[config.mk]
export PLATFORM = sky130hd
export DESIGN_NAME = uart_rx_ctrl
export DESIGN_NICKNAME = d
export VERILOG_FILES = /design/src/rtl/uart_rx_pkg.sv /design/src/rtl/uart_rx_edge_bit_counter.sv /design/src/rtl/uart_rx_ctrl.sv
export SDC_FILE = /design/constraint.sdc
export NUM_CORES = 1
export LEC_CHECK = 0
export BUFFER_PORTS_ARGS = -buffer_cell sky130_fd_sc_hd__buf_2
export CAP_MARGIN = 20
export CORE_MARGIN = 4
export CORE_UTILIZATION = 50
export DETAILED_ROUTE_END_ITERATION = 10
export GPL_ROUTABILITY_DRIVEN = 1
export PLACE_DENSITY_LB_ADDON = 0.12
export SLEW_MARGIN = 30
export SYNTH_ARGS = -nofsm -noshare
export SYNTH_HDL_FRONTEND = slang
export SYNTH_HIERARCHICAL = 1
export SYNTH_SLANG_ARGS = --single-unit
[constraint.sdc]
create_clock -name clk -period 7.97 [get_ports clk]
set_input_delay 1.9925 -clock clk [delete_from_list [all_inputs] [get_ports clk]]
set_output_delay 1.9925 -clock clk [all_outputs]
set_load 0.02 [all_outputs]
[src/rtl/uart_rx_pkg.sv]
// Shared types and constants for the UART receive controller.
package uart_rx_pkg;

    typedef enum logic [2:0] {
        ST_IDLE   = 3'd0,
        ST_START  = 3'd1,
        ST_DATA   = 3'd2,
        ST_PARITY = 3'd3,
        ST_STOP   = 3'd4
    } rx_state_e;

    localparam logic [7:0] PRESCALE_8  = 8'd8;
    localparam logic [7:0] PRESCALE_16 = 8'd16;
    localparam logic [7:0] PRESCALE_32 = 8'd32;

    localparam logic PAR_EVEN = 1'b0;
    localparam logic PAR_ODD  = 1'b1;

    function automatic logic parity_bit(input logic xor_all, input logic typ);
        return (typ == PAR_ODD) ? ~xor_all : xor_all;
    endfunction

endpackage

[src/rtl/uart_rx_edge_bit_counter.sv]
// Clock-within-bit and bit-within-frame counters for the UART receiver.
module uart_rx_edge_bit_counter #(
    parameter int DATA_WIDTH = 8
) (
    input  logic       clk,
    input  logic       rst,
    input  logic       cnt_en,
    input  logic       bit_clr,
    input  logic [7:0] prescale,
    output logic [7:0] edge_count,
    output logic       bit_end,
    output logic       last_bit
);

    localparam int BW = (DATA_WIDTH > 1) ? $clog2(DATA_WIDTH) : 1;

    logic [7:0]    edge_q, edge_d;
    logic [BW-1:0] bit_q, bit_d;

    assign edge_count = edge_q;
    assign bit_end    = (edge_q == 8'(prescale - 8'd1));
    assign last_bit   = (bit_q == BW'(DATA_WIDTH - 1));

    always_comb begin
        edge_d = edge_q;
        bit_d  = bit_q;
        if (!cnt_en || bit_end) begin
            edge_d = 8'd0;
        end else begin
            edge_d = edge_q + 8'd1;
        end
        // bit index only advances inside the payload
        if (bit_clr) begin
            bit_d = '0;
        end else if (cnt_en && bit_end && !last_bit) begin
            bit_d = bit_q + BW'(1);
        end
    end

    always_ff @(posedge clk) begin
        if (rst) begin
            edge_q <= 8'd0;
            bit_q  <= '0;
        end else begin
            edge_q <= edge_d;
            bit_q  <= bit_d;
        end
    end

endmodule

[src/rtl/uart_rx_ctrl.sv]
// UART receive controller: frame FSM driving an external majority sampler.
import uart_rx_pkg::*;

module uart_rx_ctrl #(
    parameter int DATA_WIDTH = 8
) (
    input  logic                  clk,
    input  logic                  rst,
    input  logic                  rx_in,
    input  logic [7:0]            prescale,
    input  logic                  par_en,
    input  logic                  par_typ,
    input  logic                  sampled_data,
    input  logic                  sample_valid,
    output logic                  dat_samp_en,
    output logic [15:0]           edge_count,
    output logic [DATA_WIDTH-1:0] p_data,
    output logic                  data_valid,
    output logic                  par_err,
    output logic                  stp_err
);

    rx_state_e             state_q, state_d;
    logic [7:0]            presc_q, presc_d;
    logic                  pen_q, pen_d;
    logic                  ptyp_q, ptyp_d;
    logic [DATA_WIDTH-1:0] shift_q, shift_d;
    logic [DATA_WIDTH-1:0] p_data_q, p_data_d;
    logic                  perr_q, perr_d;
    logic                  dv_q, dv_d;
    logic                  pe_q, pe_d;
    logic                  se_q, se_d;

    logic [7:0] edge_cnt;
    logic       bit_end;
    logic       last_bit;
    logic       cnt_en;

    assign cnt_en      = (state_q != ST_IDLE) && (state_d != ST_IDLE);
    assign dat_samp_en = (state_q != ST_IDLE);
    assign edge_count  = 16'(edge_cnt);
    assign p_data      = p_data_q;
    assign data_valid  = dv_q;
    assign par_err     = pe_q;
    assign stp_err     = se_q;

    uart_rx_edge_bit_counter #(
        .DATA_WIDTH(DATA_WIDTH)
    ) u_cnt (
        .clk       (clk),
        .rst       (rst),
        .cnt_en    (cnt_en),
        .bit_clr   (state_q != ST_DATA),
        .prescale  (presc_q),
        .edge_count(edge_cnt),
        .bit_end   (bit_end),
        .last_bit  (last_bit)
    );

    always_comb begin
        state_d  = state_q;
        presc_d  = presc_q;
        pen_d    = pen_q;
        ptyp_d   = ptyp_q;
        shift_d  = shift_q;
        p_data_d = p_data_q;
        perr_d   = perr_q;
        dv_d     = 1'b0;
        pe_d     = 1'b0;
        se_d     = 1'b0;
        unique case (state_q)
            ST_IDLE: begin
                perr_d = 1'b0;
                if (!rx_in) begin
                    state_d = ST_START;
                    presc_d = prescale;
                    pen_d   = par_en;
                    ptyp_d  = par_typ;
                end
            end
            ST_START: begin
                if (sample_valid && sampled_data) begin
                    state_d = ST_IDLE;
                end else if (bit_end) begin
                    state_d = ST_DATA;
                end
            end
            ST_DATA: begin
                if (sample_valid) begin
                    shift_d = {sampled_data, shift_q[DATA_WIDTH-1:1]};
                end
                if (bit_end && last_bit) begin
                    state_d = pen_q ? ST_PARITY : ST_STOP;
                end
            end
            ST_PARITY: begin
                if (sample_valid &&
                    (sampled_data != parity_bit(^shift_q, ptyp_q))) begin
                    perr_d = 1'b1;
                end
                if (bit_end) begin
                    state_d = ST_STOP;
                end
            end
            ST_STOP: begin
                // leave mid-bit so a following start edge is not missed
                if (sample_valid) begin
                    state_d = ST_IDLE;
                    if (sampled_data && !perr_q) begin
                        dv_d     = 1'b1;
                        p_data_d = shift_q;
                    end else begin
                        pe_d = perr_q;
                        se_d = !sampled_data;
                    end
                end else if (bit_end) begin
                    state_d = ST_IDLE;
                    pe_d    = perr_q;
                    se_d    = 1'b1;
                end
            end
            default: begin
                state_d = ST_IDLE;
            end
        endcase
    end

    always_ff @(posedge clk) begin
        if (rst) begin
            state_q  <= ST_IDLE;
            presc_q  <= PRESCALE_8;
            pen_q    <= 1'b0;
            ptyp_q   <= PAR_EVEN;
            shift_q  <= '0;
            p_data_q <= '0;
            perr_q   <= 1'b0;
            dv_q     <= 1'b0;
            pe_q     <= 1'b0;
            se_q     <= 1'b0;
        end else begin
            state_q  <= state_d;
            presc_q  <= presc_d;
            pen_q    <= pen_d;
            ptyp_q   <= ptyp_d;
            shift_q  <= shift_d;
            p_data_q <= p_data_d;
            perr_q   <= perr_d;
            dv_q     <= dv_d;
            pe_q     <= pe_d;
            se_q     <= se_d;
        end
    end

endmodule

After elaboration in Yosys (flattened, before gate mapping):

Index checks and enable logic that the tools add are counted.

* bits in registers: 44
* input bits: 15
* output and inout port bits: 28
* logic and storage cells: 72

* add/subtract/negate cells: 3
* eq/ne operators: 9
* muxes and demuxes: 19
* bitwise logic cells: 4
* reduce and logical (&&, ||, !) cells: 25

Operators by type and width (number)
* 3-bit two-way mux: 8
* 3-bit one-hot mux with 5 select lines: 1
* 1-bit two-way mux: 9
* 8-bit by 1-bit adder with 8-bit output, second input constant: 1
* 8-bit equality test: 1
* 8-bit parity: 1
* 8-bit by 1-bit subtractor with 8-bit output, second input constant: 1
* 1-bit logical AND: 7
* 3-bit by 2-bit equality test with 1-bit output, second input constant: 2
* 3-bit equality test, second input constant: 2
* 2-bit AND reduction: 3
* 3-bit nonzero test: 2
* 2-bit OR reduction: 3
* 1-bit logical NOT: 4
* 1-bit NOT: 4
* 3-bit by 1-bit adder with 3-bit output, second input constant: 1
* 3-bit by 1-bit equality test with 1-bit output, second input constant: 1
* 3-bit logical NOT: 1
* 3-bit by 2-bit inequality test with 1-bit output, second input constant: 1
* 3-bit AND reduction: 1
* 3-bit OR reduction: 1
* 2-bit inequality test, second input constant: 1
* 1-bit one-hot mux with 2 select lines: 1
* 2-bit nonzero test: 1
* other kinds (2): 2

Longest topological paths before layout:

* word-level depth: 10
* gate-level depth with buffers: 14
* depth with buffers taken out: 13

Hierarchy:

Netlist, hierarchy kept.

Modules (own cells, without submodules)
* uart_rx_ctrl: instances 1, cells each 162, area each 1407.6 um2, seq. area each 660.6 um2
* uart_rx_edge_bit_counter: instances 1, cells each 82, area each 714.4 um2, seq. area each 220.2 um2

Least setup slack after synthesis:

No wires, ideal clock.

* kind: in2reg
* start: input sample_valid
* end: register u_cnt.bit_q[0]
* setup time: 0.118 ns
* arrival: 3.277 ns
* required time: 7.852 ns
* setup slack: 4.574 ns
* cell stages on the path: 8
* path buffers: 1
* cells stage by stage: nand2_1 a31oi_1 or2_2 nand3_1 nand2b_1 or4_4 buf_6 mux2i_1

* word-level cells in the longest chain between the ends: 7
* elaborated cells on any way between the ends: 8
* those cells by class: 3 x mux; 5 x reduce/logical

Ends and longest elaborated chain
* from (decl): line uart_rx_ctrl.sv:14 `input logic sample_valid,`
* 1-bit logical AND: line uart_rx_ctrl.sv:82 `if (sample_valid && sampled_data) begin`
* 3-bit two-way mux: line uart_rx_ctrl.sv:82
* 3-bit one-hot mux with 5 select lines (*): line uart_rx_ctrl.sv:71 `unique case (state_q)`
* 3-bit nonzero test (*): line uart_rx_ctrl.sv:39 `assign cnt_en = (state_q != ST_IDLE) && (state_d != ST_IDLE);`
* 1-bit logical AND (*): line uart_rx_ctrl.sv:39
* net cnt_en: line uart_rx_ctrl.sv:37 `logic cnt_en;`
* 1-bit logical AND (*) (2 in series): line uart_rx_edge_bit_counter.sv:35 `end else if (cnt_en && bit_end && !last_bit) begin`
* to (signal assigned): line uart_rx_edge_bit_counter.sv:46 `bit_q <= bit_d;`
* to (decl): line uart_rx_edge_bit_counter.sv:18 `logic [BW-1:0] bit_q, bit_d;`

The timed path passes the listed nets; every way through them passes the cells marked *.
A chain may end at the register's enable or synchronous reset.

Final worst setup path:

* start: register presc_q[0]
* end: register u_cnt.bit_q[2]

* word-level cells in the longest chain between the ends: 9
* elaborated cells on any way between the ends: 14
* those cells by class: 1 x add/sub; 1 x eq/ne; 7 x mux; 5 x reduce/logical

Ends and longest elaborated chain
* from (decl): line uart_rx_ctrl.sv:24 `logic [7:0] presc_q, presc_d;`
* from (signal assigned): line uart_rx_ctrl.sv:142 `presc_q <= presc_d;`
* 8-bit by 1-bit subtractor with 8-bit output (*): line uart_rx_edge_bit_counter.sv:21 `assign bit_end = (edge_q == 8'(prescale - 8'd1));`
* 8-bit equality test (*): line uart_rx_edge_bit_counter.sv:21
* net bit_end: line uart_rx_ctrl.sv:35 `logic bit_end;`
* 3-bit two-way mux, or another cell as far along: line uart_rx_ctrl.sv:116 `end else if (bit_end) begin`
* 3-bit two-way mux, on equally long branches: line uart_rx_ctrl.sv:107, uart_rx_ctrl.sv:82, uart_rx_ctrl.sv:92
* 3-bit one-hot mux with 5 select lines (*): line uart_rx_ctrl.sv:71
* 3-bit nonzero test (*): line uart_rx_ctrl.sv:39
* 1-bit logical AND (*): line uart_rx_ctrl.sv:39
* net cnt_en: line uart_rx_ctrl.sv:37
* 1-bit logical AND (*) (2 in series): line uart_rx_edge_bit_counter.sv:35

Marks and branches as above.

==> out/results.ini <==
[status]
status=completed

[route]
wl_met2_um=1840
drc=0
via_count=1652
avgRoutedWirePerCell_um=12.7
drt_pass1_iterations=4
drtAntennaViolNets=0
wirelength_um=4160
highest_layer=met4
drtIter0Drc=68
vias_per_cell=5.04
met3_length_um=198
wl_met1_um=2060

[synthesis]
synth_cells=244
synthFlopType=dfxtp_1
syn_avg_cell_area_um2=8.70
yosysSeqAreaShare=0.415
synth.distinct_cells=41
yosysWarnings=6
synth_edf_count=0
yosys_register_bits=44
postSynth.asyncResetShare=0
syn-cell-area_um2=2120

[clock_network]
cts-resized-gates=0
cts-hold-fix-buffers=0
cts_made_buffers=5
cts.path.max_buffers=2
post-cts-setup-buffer-count=0
clock_latency_ns=0.30
clk_pin_slew_ns=0.08
cts.sinks=44
cts_tree=yes
htreeDepth=2
root_buffer=clkbuf_8

[placed_design]
port_buffers=34
dp_hpwl_um=3060
dp_slack_ns=4.27
gp_congestion=0.791

[flow_run]
drv_cap=0

[critical_path]
critical_path_buf_inv_count=1
cp-end-kind=register
criticalPathCategory=reg2reg
arrival_ns=3.58
crit_chain=inv_1 -> ha_1 -> nor3b_1 -> xnor2_1 -> nand4b_1 -> nor4b_2 -> and2_2 -> nand4_1 -> o31a_1 -> nand3_1 -> nand2b_1 -> or4_4 -> mux2i_1
crit_fanout=7
crit_path_max_incr_delay_ns=0.67
crit_path_top_delay_cell=nor4b_2
worst_setup_path_start_kind=register
critPathTopFamily=simple AND/OR/NAND/NOR gates
required_ns=8.16

[floorplanning]
start_util=0.523
die_y_um=73.1
fp-row-count=23
coreArea_um2=4060
pin_count=43
die_x_um=73.1
die_area_um2=5350

[sta]
hold_viol_final=0
maxSlewHeadroom=0.416
skew_ns=0.00755
setup_violations=0
worstMarginPinSlew_ns=0.869
finalSetupTns_ns=0
setup_ws_ns=4.59
finalHoldWorstSlack_ns=0.472
rsz0062_at_grt=false
finalCritPeriodShare=0.425
fmax_mhz=295
post-route-min-period_ns=3.38
drv_slew=0

[pwr]
p_int_mw=0.311
seqPwrFrac=0.544
p_leak_nw=0.986
peakVddDrop_mv=0.135
power.share.clock=0.352
p_per_area_nw_per_um2=177
swShare=0.261
share_comb_of_total_power=0.104
p_switching_mw=0.110

[grt]
grt_pass1_wl_um=6960
grt_pass1_vias=1526
grtUsageTotal=0.167
antenna_found_initial=0
overflow=0
grt_start_max_net_pins=36

[finish]
drive_above_1_share=0.194
n_fill_cell=374
diodes=0
area_growth_pct=11.9
nets=296
final_common_cell=nand2_1
final_cell_mix=46 x nand2_1, 44 x dfxtp_1, 34 x buf_2

[min_path]
hp-class=reg2reg

## registers in the layout, indices dropped and copies added, names as in the netlist, 3 cells and up
name              flops
u_cnt/bit_q           3
u_cnt/edge_count      8
shift_q               8
presc_q               8
p_data                8
state_q               3
## metrics by stage
step / cell area [um^2] / util / total power, mW / instances
finish: 2370 / 0.585 / 0.421 / 328
global route: 2370 / 0.585 / 0.439 / 328
CTS: 2370 / 0.584 / 0.424 / 328
detailed placement: 2270 / 0.560 / 0.277 / 320
global placement: 2270 / 0.560 / 0.277 / 320
floorplan: 2150 / - / 0.269 / 251
## final timing paths
path	slack [ns]	startpoint	cells past startpoint	to
max reg2reg	4.59	presc_q[0]	13	u_cnt/bit_q[2]
min reg2reg	0.47	u_cnt/bit_q[1]	2	u_cnt/bit_q[1]
max	4.59	presc_q[0]	13	u_cnt/bit_q[2]
min	0.47	u_cnt/bit_q[1]	2	u_cnt/bit_q[1]
## worst register-to-register path, cell delays in order, from the launching register on
cell,delay [ns]
dfxtp_1,0.37
inv_1,0.08
ha_1,0.20
nor3b_1,0.28
xnor2_1,0.16
nand4b_1,0.24
nor4b_2,0.67
and2_2,0.26
nand4_1,0.09
o31a_1,0.14
nand3_1,0.13
nand2b_1,0.07
or4_4,0.46
mux2i_1,0.14
## metal layers
layer  track usage  up-vias
li1              -      867
met1         0.226      741
met2         0.251       35
met3        0.0482        9
met4        0.0615        0
met5             0        -
## kinds of logic after synthesis
logic type,after synthesis,share of synthesized area
AND/OR/NAND/NOR,107,0.244
flip-flops,44,0.415
AO/OA/AOI/OAI,29,0.0831
XOR/XNOR,25,0.110
buffers and inverters,22,0.0660
multiplexers,12,0.0566
adder cells (fa/ha/maj),4,0.0236
other,1,0.00177
## power by group through the flow
stage	clock (mW)	combinational (mW)	sequential, mW
floorplan	0	0.0363	0.233
finish	0.148	0.0438	0.229
global placement	0	0.0427	0.234
global route	0.161	0.0484	0.230
CTS	0.152	0.0432	0.229
detailed placement	0	0.0431	0.234
## cell usage after synthesis (2+ instances only)
cell / count / area, um^2
nand2_1: 46 / 173
nand3b_1: 2 / 15.0
or2_2: 2 / 12.5
nor3_1: 5 / 25.0
nor2_1: 24 / 90.1
buf_4: 9 / 67.6
or3_1: 2 / 12.5
buf_6: 3 / 33.8
nand3_1: 5 / 25.0
a21oi_1: 21 / 105
mux2i_1: 12 / 120
and3_1: 4 / 25.0
ha_1: 4 / 50.1
xnor2_1: 17 / 149
dfxtp_1: 44 / 881
clkbuf_1: 3 / 11.3
nand4b_1: 2 / 17.5
nor3b_1: 4 / 30.0
xor2_1: 7 / 61.3
nand2b_1: 2 / 12.5
inv_1: 6 / 22.5
## cell type report
class	count	area [um^2]	area share
Clock buffer	6	82.6	0.0348
Clock inverter	2	15.0	0.00632
Inverter	6	22.5	0.00948
Multi-Input combinational cell	185	1130	0.477
Sequential cell	44	881	0.371
Tap cell	50	62.6	0.0263
Timing Repair Buffer	35	178	0.0748
No activity file was read; power rests on OpenSTA's default activity.
